### src/rtl/regfile_pkg.sv
// regfile_pkg: shared sizes, word/address types and MIPS register names for the register file.
package regfile_pkg;
    localparam int REG_W     = 32;
    localparam int REG_DEPTH = 32;
    localparam int REG_AW    = 5;
    localparam int REG_ZERO  = 0;
    localparam int REG_RA    = 31;
    typedef logic [REG_AW-1:0] reg_addr_t;
    typedef logic [REG_W-1:0]  reg_word_t;
endpackage

### src/rtl/reg_file_nrw_if.sv
// reg_file_nrw_if: write port plus packed multi-port read bus of the register file.
interface reg_file_nrw_if #(
    parameter int WIDTH = regfile_pkg::REG_W,
    parameter int DEPTH = regfile_pkg::REG_DEPTH,
    parameter int NRD   = 2
);
    localparam int AW = $clog2(DEPTH);
    logic                 we;
    logic [AW-1:0]        waddr;
    logic [WIDTH/8-1:0]   wbe;
    logic [WIDTH-1:0]     wdata;
    logic [NRD*AW-1:0]    raddr;
    logic [NRD*WIDTH-1:0] rdata;
    modport master (output we, waddr, wbe, wdata, raddr, input rdata);
    modport slave  (input we, waddr, wbe, wdata, raddr, output rdata);
endinterface

### src/rtl/reg_word.sv
// reg_word: one register built from per-byte enable flops with async active-high reset.
module reg_word import regfile_pkg::*; #(
    parameter int WIDTH = REG_W
) (
    input  logic               clk,
    input  logic               reset,
    input  logic               we,
    input  logic [WIDTH/8-1:0] be,
    input  logic [WIDTH-1:0]   d,
    output logic [WIDTH-1:0]   q
);
    for (genvar b = 0; b < WIDTH / 8; b++) begin : g_byte
        logic [7:0] byte_q;
        always_ff @(posedge clk or posedge reset)
            if (reset) byte_q <= '0;
            else if (we && be[b]) byte_q <= d[8*b +: 8];
        assign q[8*b +: 8] = byte_q;
    end
endmodule

### src/rtl/reg_file_nrw.sv
// reg_file_nrw: DEPTH x WIDTH register file, NRD async read ports, one byte-enabled sync write port.
// Optional write-through forwarding when REGFILE_BYPASS_EN is defined.
module reg_file_nrw import regfile_pkg::*; #(
    parameter int WIDTH     = REG_W,
    parameter int DEPTH     = REG_DEPTH,
    parameter int NRD       = 2,
    parameter int ZERO_REG0 = 1
) (
    input logic           clk,
    input logic           reset,
    reg_file_nrw_if.slave bus
);
    localparam int AW = $clog2(DEPTH);
    logic [WIDTH-1:0] mem [DEPTH];
    for (genvar r = 0; r < DEPTH; r++) begin : g_word
        if (ZERO_REG0 != 0 && r == REG_ZERO) begin : g_zero
            assign mem[r] = '0;
        end else begin : g_reg
            reg_word #(.WIDTH(WIDTH)) u_word (
                .clk   (clk),
                .reset (reset),
                .we    (bus.we && bus.waddr == AW'(r)),
                .be    (bus.wbe),
                .d     (bus.wdata),
                .q     (mem[r])
            );
        end
    end
`ifdef REGFILE_BYPASS_EN
    logic [WIDTH-1:0] be_mask;
    logic             wr_live;
    for (genvar b = 0; b < WIDTH / 8; b++) begin : g_mask
        assign be_mask[8*b +: 8] = {8{bus.wbe[b]}};
    end
    // A write that will actually land; writes to a hardwired zero register never forward.
    assign wr_live = bus.we && |bus.wbe && !(ZERO_REG0 != 0 && bus.waddr == AW'(REG_ZERO));
`endif
    for (genvar p = 0; p < NRD; p++) begin : g_rd
        logic [AW-1:0] ra;
        assign ra = bus.raddr[p*AW +: AW];
`ifdef REGFILE_BYPASS_EN
        assign bus.rdata[p*WIDTH +: WIDTH] = (wr_live && ra == bus.waddr)
            ? (bus.wdata & be_mask) | (mem[ra] & ~be_mask) : mem[ra];
`else
        assign bus.rdata[p*WIDTH +: WIDTH] = mem[ra];
`endif
    end
endmodule
### src/flat_wrapper.sv
// flat-port wrapper written by rule: the top's interface ports become plain ports
module reg_file_nrw_flat import regfile_pkg::*;
#(
    parameter int WIDTH     = REG_W,
    parameter int DEPTH     = REG_DEPTH,
    parameter int NRD       = 2,
    parameter int ZERO_REG0 = 1
)
  (clk, reset, bus_we, bus_waddr, bus_wbe, bus_wdata, bus_raddr, bus_rdata);
  reg_file_nrw_if #(.WIDTH(WIDTH), .DEPTH(DEPTH), .NRD(NRD)) bus_i ();
  input logic clk;
  input logic reset;
  input wire logic [$bits(bus_i.we)-1:0] bus_we;
  input wire logic [$bits(bus_i.waddr)-1:0] bus_waddr;
  input wire logic [$bits(bus_i.wbe)-1:0] bus_wbe;
  input wire logic [$bits(bus_i.wdata)-1:0] bus_wdata;
  input wire logic [$bits(bus_i.raddr)-1:0] bus_raddr;
  output wire logic [$bits(bus_i.rdata)-1:0] bus_rdata;
  assign bus_i.we = bus_we;
  assign bus_i.waddr = bus_waddr;
  assign bus_i.wbe = bus_wbe;
  assign bus_i.wdata = bus_wdata;
  assign bus_i.raddr = bus_raddr;
  assign bus_rdata = bus_i.rdata;
  reg_file_nrw #(.WIDTH(WIDTH), .DEPTH(DEPTH), .NRD(NRD), .ZERO_REG0(ZERO_REG0)) u_core (.clk(clk), .reset(reset), .bus(bus_i));
endmodule
### config.mk
export PLATFORM = sky130hd
export DESIGN_NAME = reg_file_nrw_flat
export DESIGN_NICKNAME = d
export VERILOG_FILES = /design/src/rtl/regfile_pkg.sv /design/src/rtl/reg_file_nrw_if.sv /design/src/rtl/reg_word.sv /design/src/rtl/reg_file_nrw.sv /design/src/flat_wrapper.sv
export SDC_FILE = /design/constraint.sdc
export NUM_CORES = 2
export LEC_CHECK = 0
export CORE_ASPECT_RATIO = 1.75
export CORE_MARGIN = 1.5
export CORE_UTILIZATION = 60
export DETAILED_ROUTE_END_ITERATION = 8
export PLACE_DENSITY_LB_ADDON = 0.12
export SETUP_SLACK_MARGIN = 0.5
export SYNTH_ARGS = -nofsm -noshare
export SYNTH_HDL_FRONTEND = slang
export SYNTH_SLANG_ARGS = --single-unit
### constraint.sdc
create_clock -name clk -period 63.2 [get_ports clk]
set_input_delay 9.48 -clock clk [delete_from_list [all_inputs] [get_ports clk]]
set_output_delay 9.48 -clock clk [all_outputs]
set_load 0.03 [all_outputs]
# Word-level counts from Yosys, hierarchy flattened
# Cells that the tools add are included.
# Widths: inputs -> output; s select.
dict set report word_totals {
  regBits 992
  input_bits 54
  out_inout_bits 64
  wordCells 320
}
dict set report op_classes {
  magnitude_cmp 2
  n_eq_ne 31
  muxes 6
  bitwise 2
  n_reduce_logical 155
}
# operator count
set op_table {}
lappend op_table {{$bmux 32 s5} 2}
lappend op_table {{$logic_and 1x1->1} 155}
lappend op_table {{$mux 32} 4}
lappend op_table {{$eq 5x5->1 const B} 16}
lappend op_table {{$eq 5x4->1 const B} 8}
lappend op_table {{$eq 5x3->1 const B} 4}
lappend op_table {{$ge 6x6->1 const B} 2}
lappend op_table {{$not 5->6} 2}
lappend op_table {{$eq 5x2->1 const B} 2}
lappend op_table {{$eq 5x1->1 const B} 1}

# Depth between registers and ports, before layout
dict set report depth {
  ltp_word 4
  mapped_depth 9
  mapped_depth_nobuf 4
}

# Hierarchy
# Synthesis repeated with hierarchy kept, for this count alone.
dict set report unflattened {
  hier_cells 3601
  hier_area_um2 53238.6
}
# module instances cells_per_inst area_each_um2 seq_area_each_um2
set modules_own_cells {}
lappend modules_own_cells {reg_word 31 69 1189.9 800.8}
lappend modules_own_cells {reg_file_nrw 1 1462 16351.9 0.0}

# Worst setup path before layout
# No wires, ideal clock.
dict set report synth_timing {
  path_type {in2out}
  startpoint {input bus_raddr[0]}
  endpoint {output bus_rdata[10]}
  arrival_time_ps 11483
  required_time_ps 53720
  setup_slack_ps 42237
  cell_stages 8
  n_path_buf 5
  path_cell_list {buf_2 > buf_2 > buf_4 > buf_4 > buf_1 > a22o_1 > a211oi_1 > o31ai_1}
}
dict set report synth_via {
  elab_chain_cells 4
}
# element line
set synth_lines {}
lappend synth_lines {{from (decl)} flat_wrapper.sv:17} ;# input wire logic [$bits(bus_i.raddr)-1:0] bus_raddr;
lappend synth_lines {{$not 5->6 (not written as such)} reg_file_nrw.sv:45} ;# assign bus.rdata[p*WIDTH +: WIDTH] = mem[ra];
lappend synth_lines {{$bmux 32 s5} reg_file_nrw.sv:45}
lappend synth_lines {{$mux 32 (not written as such) (2 in series)} reg_file_nrw.sv:45}
lappend synth_lines {{to (decl)} flat_wrapper.sv:18} ;# output wire logic [$bits(bus_i.rdata)-1:0] bus_rdata;
# No other way between the ends. The select of a mux whose other input is x is not followed.

# Worst setup path in the final report
dict set report layout_timing {
  startpoint {input bus_raddr[5]}
  endpoint {output bus_rdata[60]}
}
# The elaborated chain is that of the path after synthesis.

==> results.json <==
{
  "grt_overflow_total": 0,
  "cts_buffers": 93,
  "drt-initial-drc-count": 3619,
  "power_density_mw_per_mm2": 29.1,
  "synthFlopType": "dfrtp_1",
  "largest_reg_flops": 992,
  "synth_top_cells_by_count": "mux2_2, dfrtp_1, mux4_2, clkbuf_1",
  "ir_drop_uv": 26.8,
  "syn_inst": 3680,
  "path_buf_inv": 5,
  "routedWlPerCell_um": 34.5,
  "final_core_util_pct": 66.1,
  "holdPathStages": 1,
  "worst-setup-path-type": "in -> out",
  "ioPinCount": 118,
  "finalCritPeriodShare_pct": 38.4,
  "synth_xor_area_share_pct": 0,
  "cts-hold-fix-buffers": 0,
  "rsz0062_at_grt": "false",
  "cts_setup_buffers": 0,
  "yosys.area_share.simple_pct": 2.68,
  "synthMuxAreaShare_pct": 41.7,
  "grt_pass1_vias": 37700,
  "hold_slack_ns": 0.521,
  "synth_top_family_by_area": "multiplexers",
  "rrSetupSlack_ns": 62.36,
  "setup_slack_ns": 38.95,
  "p_sw_share_pct": 27.4,
  "nNetsFinal": 3672,
  "startpoint_type": "primary input",
  "initial_utilization_pct": 60.4,
  "worstPathMaxFanout": 95,
  "synth-seq-cells": 992,
  "path_clk_slew_ns": 0.06,
  "grt_max_degree": 182,
  "synth_edf_count": 0,
  "internal_power_mw": 1.23,
  "synth-adder-area-share_pct": 0,
  "clk_latency_ns": 0.69,
  "setup_viol": 0,
  "slew_headroom_pct": 15.1,
  "tightest_slew_ns": 1.26,
  "cts_resized": 0,
  "finalHoldViolCount": 0,
  "finalSetupTns_ns": 0,
  "grt_pass1_wl_mm": 249,
  "path_cells": "buf_8 > buf_4 > buf_4 > buf_12 > mux4_2 > a22o_1 > o21ai_0 > o31ai_1 > clkdlybuf4s50_1",
  "dpl_cell_area_mm2": 0.0549,
  "maxCapViolations": 0,
  "port_buffers": 117,
  "final_layout_size_suffix_gt1_share_pct": 44.3,
  "synth_top_area_share_pct": 46.8,
  "drc": 0,
  "worst_path_most_repeated_cell": "buf_4",
  "yosysTopAreaCell": "dfrtp_1",
  "cts_tree": "built",
  "timing.clock.skew_ns": 0,
  "worst-r2r-cell-count": 1,
  "final_antenna_net_count": 0,
  "status": "finished, final reports clean",
  "finalCriticalPeriod_ns": 24.25,
  "drv_slew": 0,
  "leakage_nw": 26.1,
  "seq_area_frac_synth_pct": 46.8,
  "critPathCaptureType": "primary output",
  "reg_top3": "u_core.g_word.g_reg.u_word.g_byte.byte_q (992)",
  "globalplace.congestion": 0.865,
  "synthArstFlopShare_pct": 100,
  "regMostFlops": "u_core.g_word.g_reg.u_word.g_byte.byte_q",
  "slowest_delay_ns": 0.74,
  "clock_path_buffers": 3,
  "viasPerCell": 7.31,
  "antenna_found_initial": 3,
  "crit_arrival_ns": 14.77,
  "yosys.cell_types.count": 28,
  "min_path_type": "reg -> reg",
  "synthTopCellsByArea": "dfrtp_1, mux2_2, mux4_2",
  "p_sw_mw": 0.464,
  "cp_slowest_cell": "buf_4",
  "place_ws_ns": 38.99,
  "synth-compound-area-share_pct": 6.33,
  "power.share.clock_pct": 35.0,
  "fin_cells": 4858,
  "worstPathRequired_ns": 53.72,
  "die_w_um": 228,
  "row_count": 144,
  "fmax_ghz": 0.0412,
  "yosys_warnings": 0,
  "post-synth-top-count-cell": "mux2_2",
  "seq_power_share_pct": 46.5,
  "comb_power_share_pct": 18.6,
  "cts_htree_levels": 3,
  "dr.pass1.iters": 6,
  "post-dp-hpwl_mm": 107,
  "cpLargestDelayFamily": "buffers and inverters",
  "routed_wl_mm": 168,
  "via_count": 35500,
  "clock-sinks": 992,
  "post-place-cells": 4691,
  "syn_to_final_growth_pct": 9.42,
  "die_area_mm2": 0.0904,
  "die_y_um": 397,
  "design_area_mm2": 0.0581,
  "root_buffer": "clkbuf_16",
  "core_mm2": 0.0879,
  "fin_total_pwr_mw": 1.69,
  "synth.net_count": 3734,
  "track_usage_pct": 37.5,
  "synth_area_per_cell_um2": 14.4,
  "syn-cell-area_mm2": 0.0531
}
-- placed cells by master, fill, tap and decap left out, types with 2 or more instances in the layout --
cell / instances
mux2_2: 1024
a22o_1: 192
mux2_1: 32
clkbuf_16: 97
clkinvlp_4: 4
nor2b_4: 6
and3_1: 32
nand2_1: 192
buf_8: 3
dfrtp_1: 992
o31ai_1: 64
nand2b_1: 4
mux2i_1: 160
clkbuf_1: 19
a211oi_1: 64
and2_2: 2
mux4_2: 384
o22ai_1: 64
nor3_1: 7
bufinv_16: 9
nor2_4: 2
nand4bb_1: 3
clkinv_2: 15
clkdlybuf4s50_1: 107
o21ai_0: 64
nor2_2: 3
and2_1: 32
buf_12: 6
nand4b_1: 3
buf_4: 47
nand2b_2: 2
nor2_1: 21
clkbuf_8: 19
clkinv_4: 3
buf_2: 5
-- kinds of logic after synthesis --
kind of cell | count (synthesis)
mux | 1600
buf+inv | 329
compound gates | 448
simple gates | 311
flops | 992
-- layout make-up --
| type | instances | area, µm² |
|---|---|---|
| Multi-Input combinational cell | 2359 | 27000 |
| Clock inverter | 32 | 418 |
| Clock buffer | 134 | 2750 |
| Tap cell | 1168 | 1460 |
| Inverter | 3 | 18.8 |
| Sequential cell | 992 | 24800 |
| Antenna cell | 1 | 2.50 |
| Timing Repair Buffer | 169 | 1630 |
| Fill cell | 6411 | 29800 |
-- worst max-delay path by stage --
stage / start / depth (start not counted) / to / slack [ns]
3_3_place_gp: bus_raddr[5] / 9 / bus_rdata[63] / 39.00
5_1_grt: bus_raddr[5] / 9 / bus_rdata[63] / 38.74
3_5_place_dp: bus_raddr[5] / 9 / bus_rdata[60] / 38.99
6_report: bus_raddr[5] / 9 / bus_rdata[60] / 38.95
2_1_floorplan: reset / 1 / asynchronous set/reset pin / 25.81
4_1_cts: bus_raddr[5] / 9 / bus_rdata[60] / 38.99
-- power by group through the flow --
stage	Sequential (mW)	Clock, mW	Combinational, mW
after detailed placement	0.794	0	0.312
final	0.786	0.592	0.314
after floorplan	0.772	0	0.237
after global routing	0.794	0.622	0.332
after global placement	0.784	0	0.301
after CTS	0.782	0.597	0.313
-- metal layers --
| metal | share of wire [%] | routed length, µm | vias up | track usage (%) |
|---|---|---|---|---|
| li1 | - | - | 14100 | - |
| met1 | 35 | 59100 | 18700 | 44.3 |
| met2 | 49 | 82400 | 1926 | 62.4 |
| met3 | 8.0 | 13400 | 706 | 7.64 |
| met4 | 7.5 | 12500 | 6 | 24.5 |
| met5 | 0.019 | 32 | - | 0 |
No activity file was read; power rests on OpenSTA's default activity.
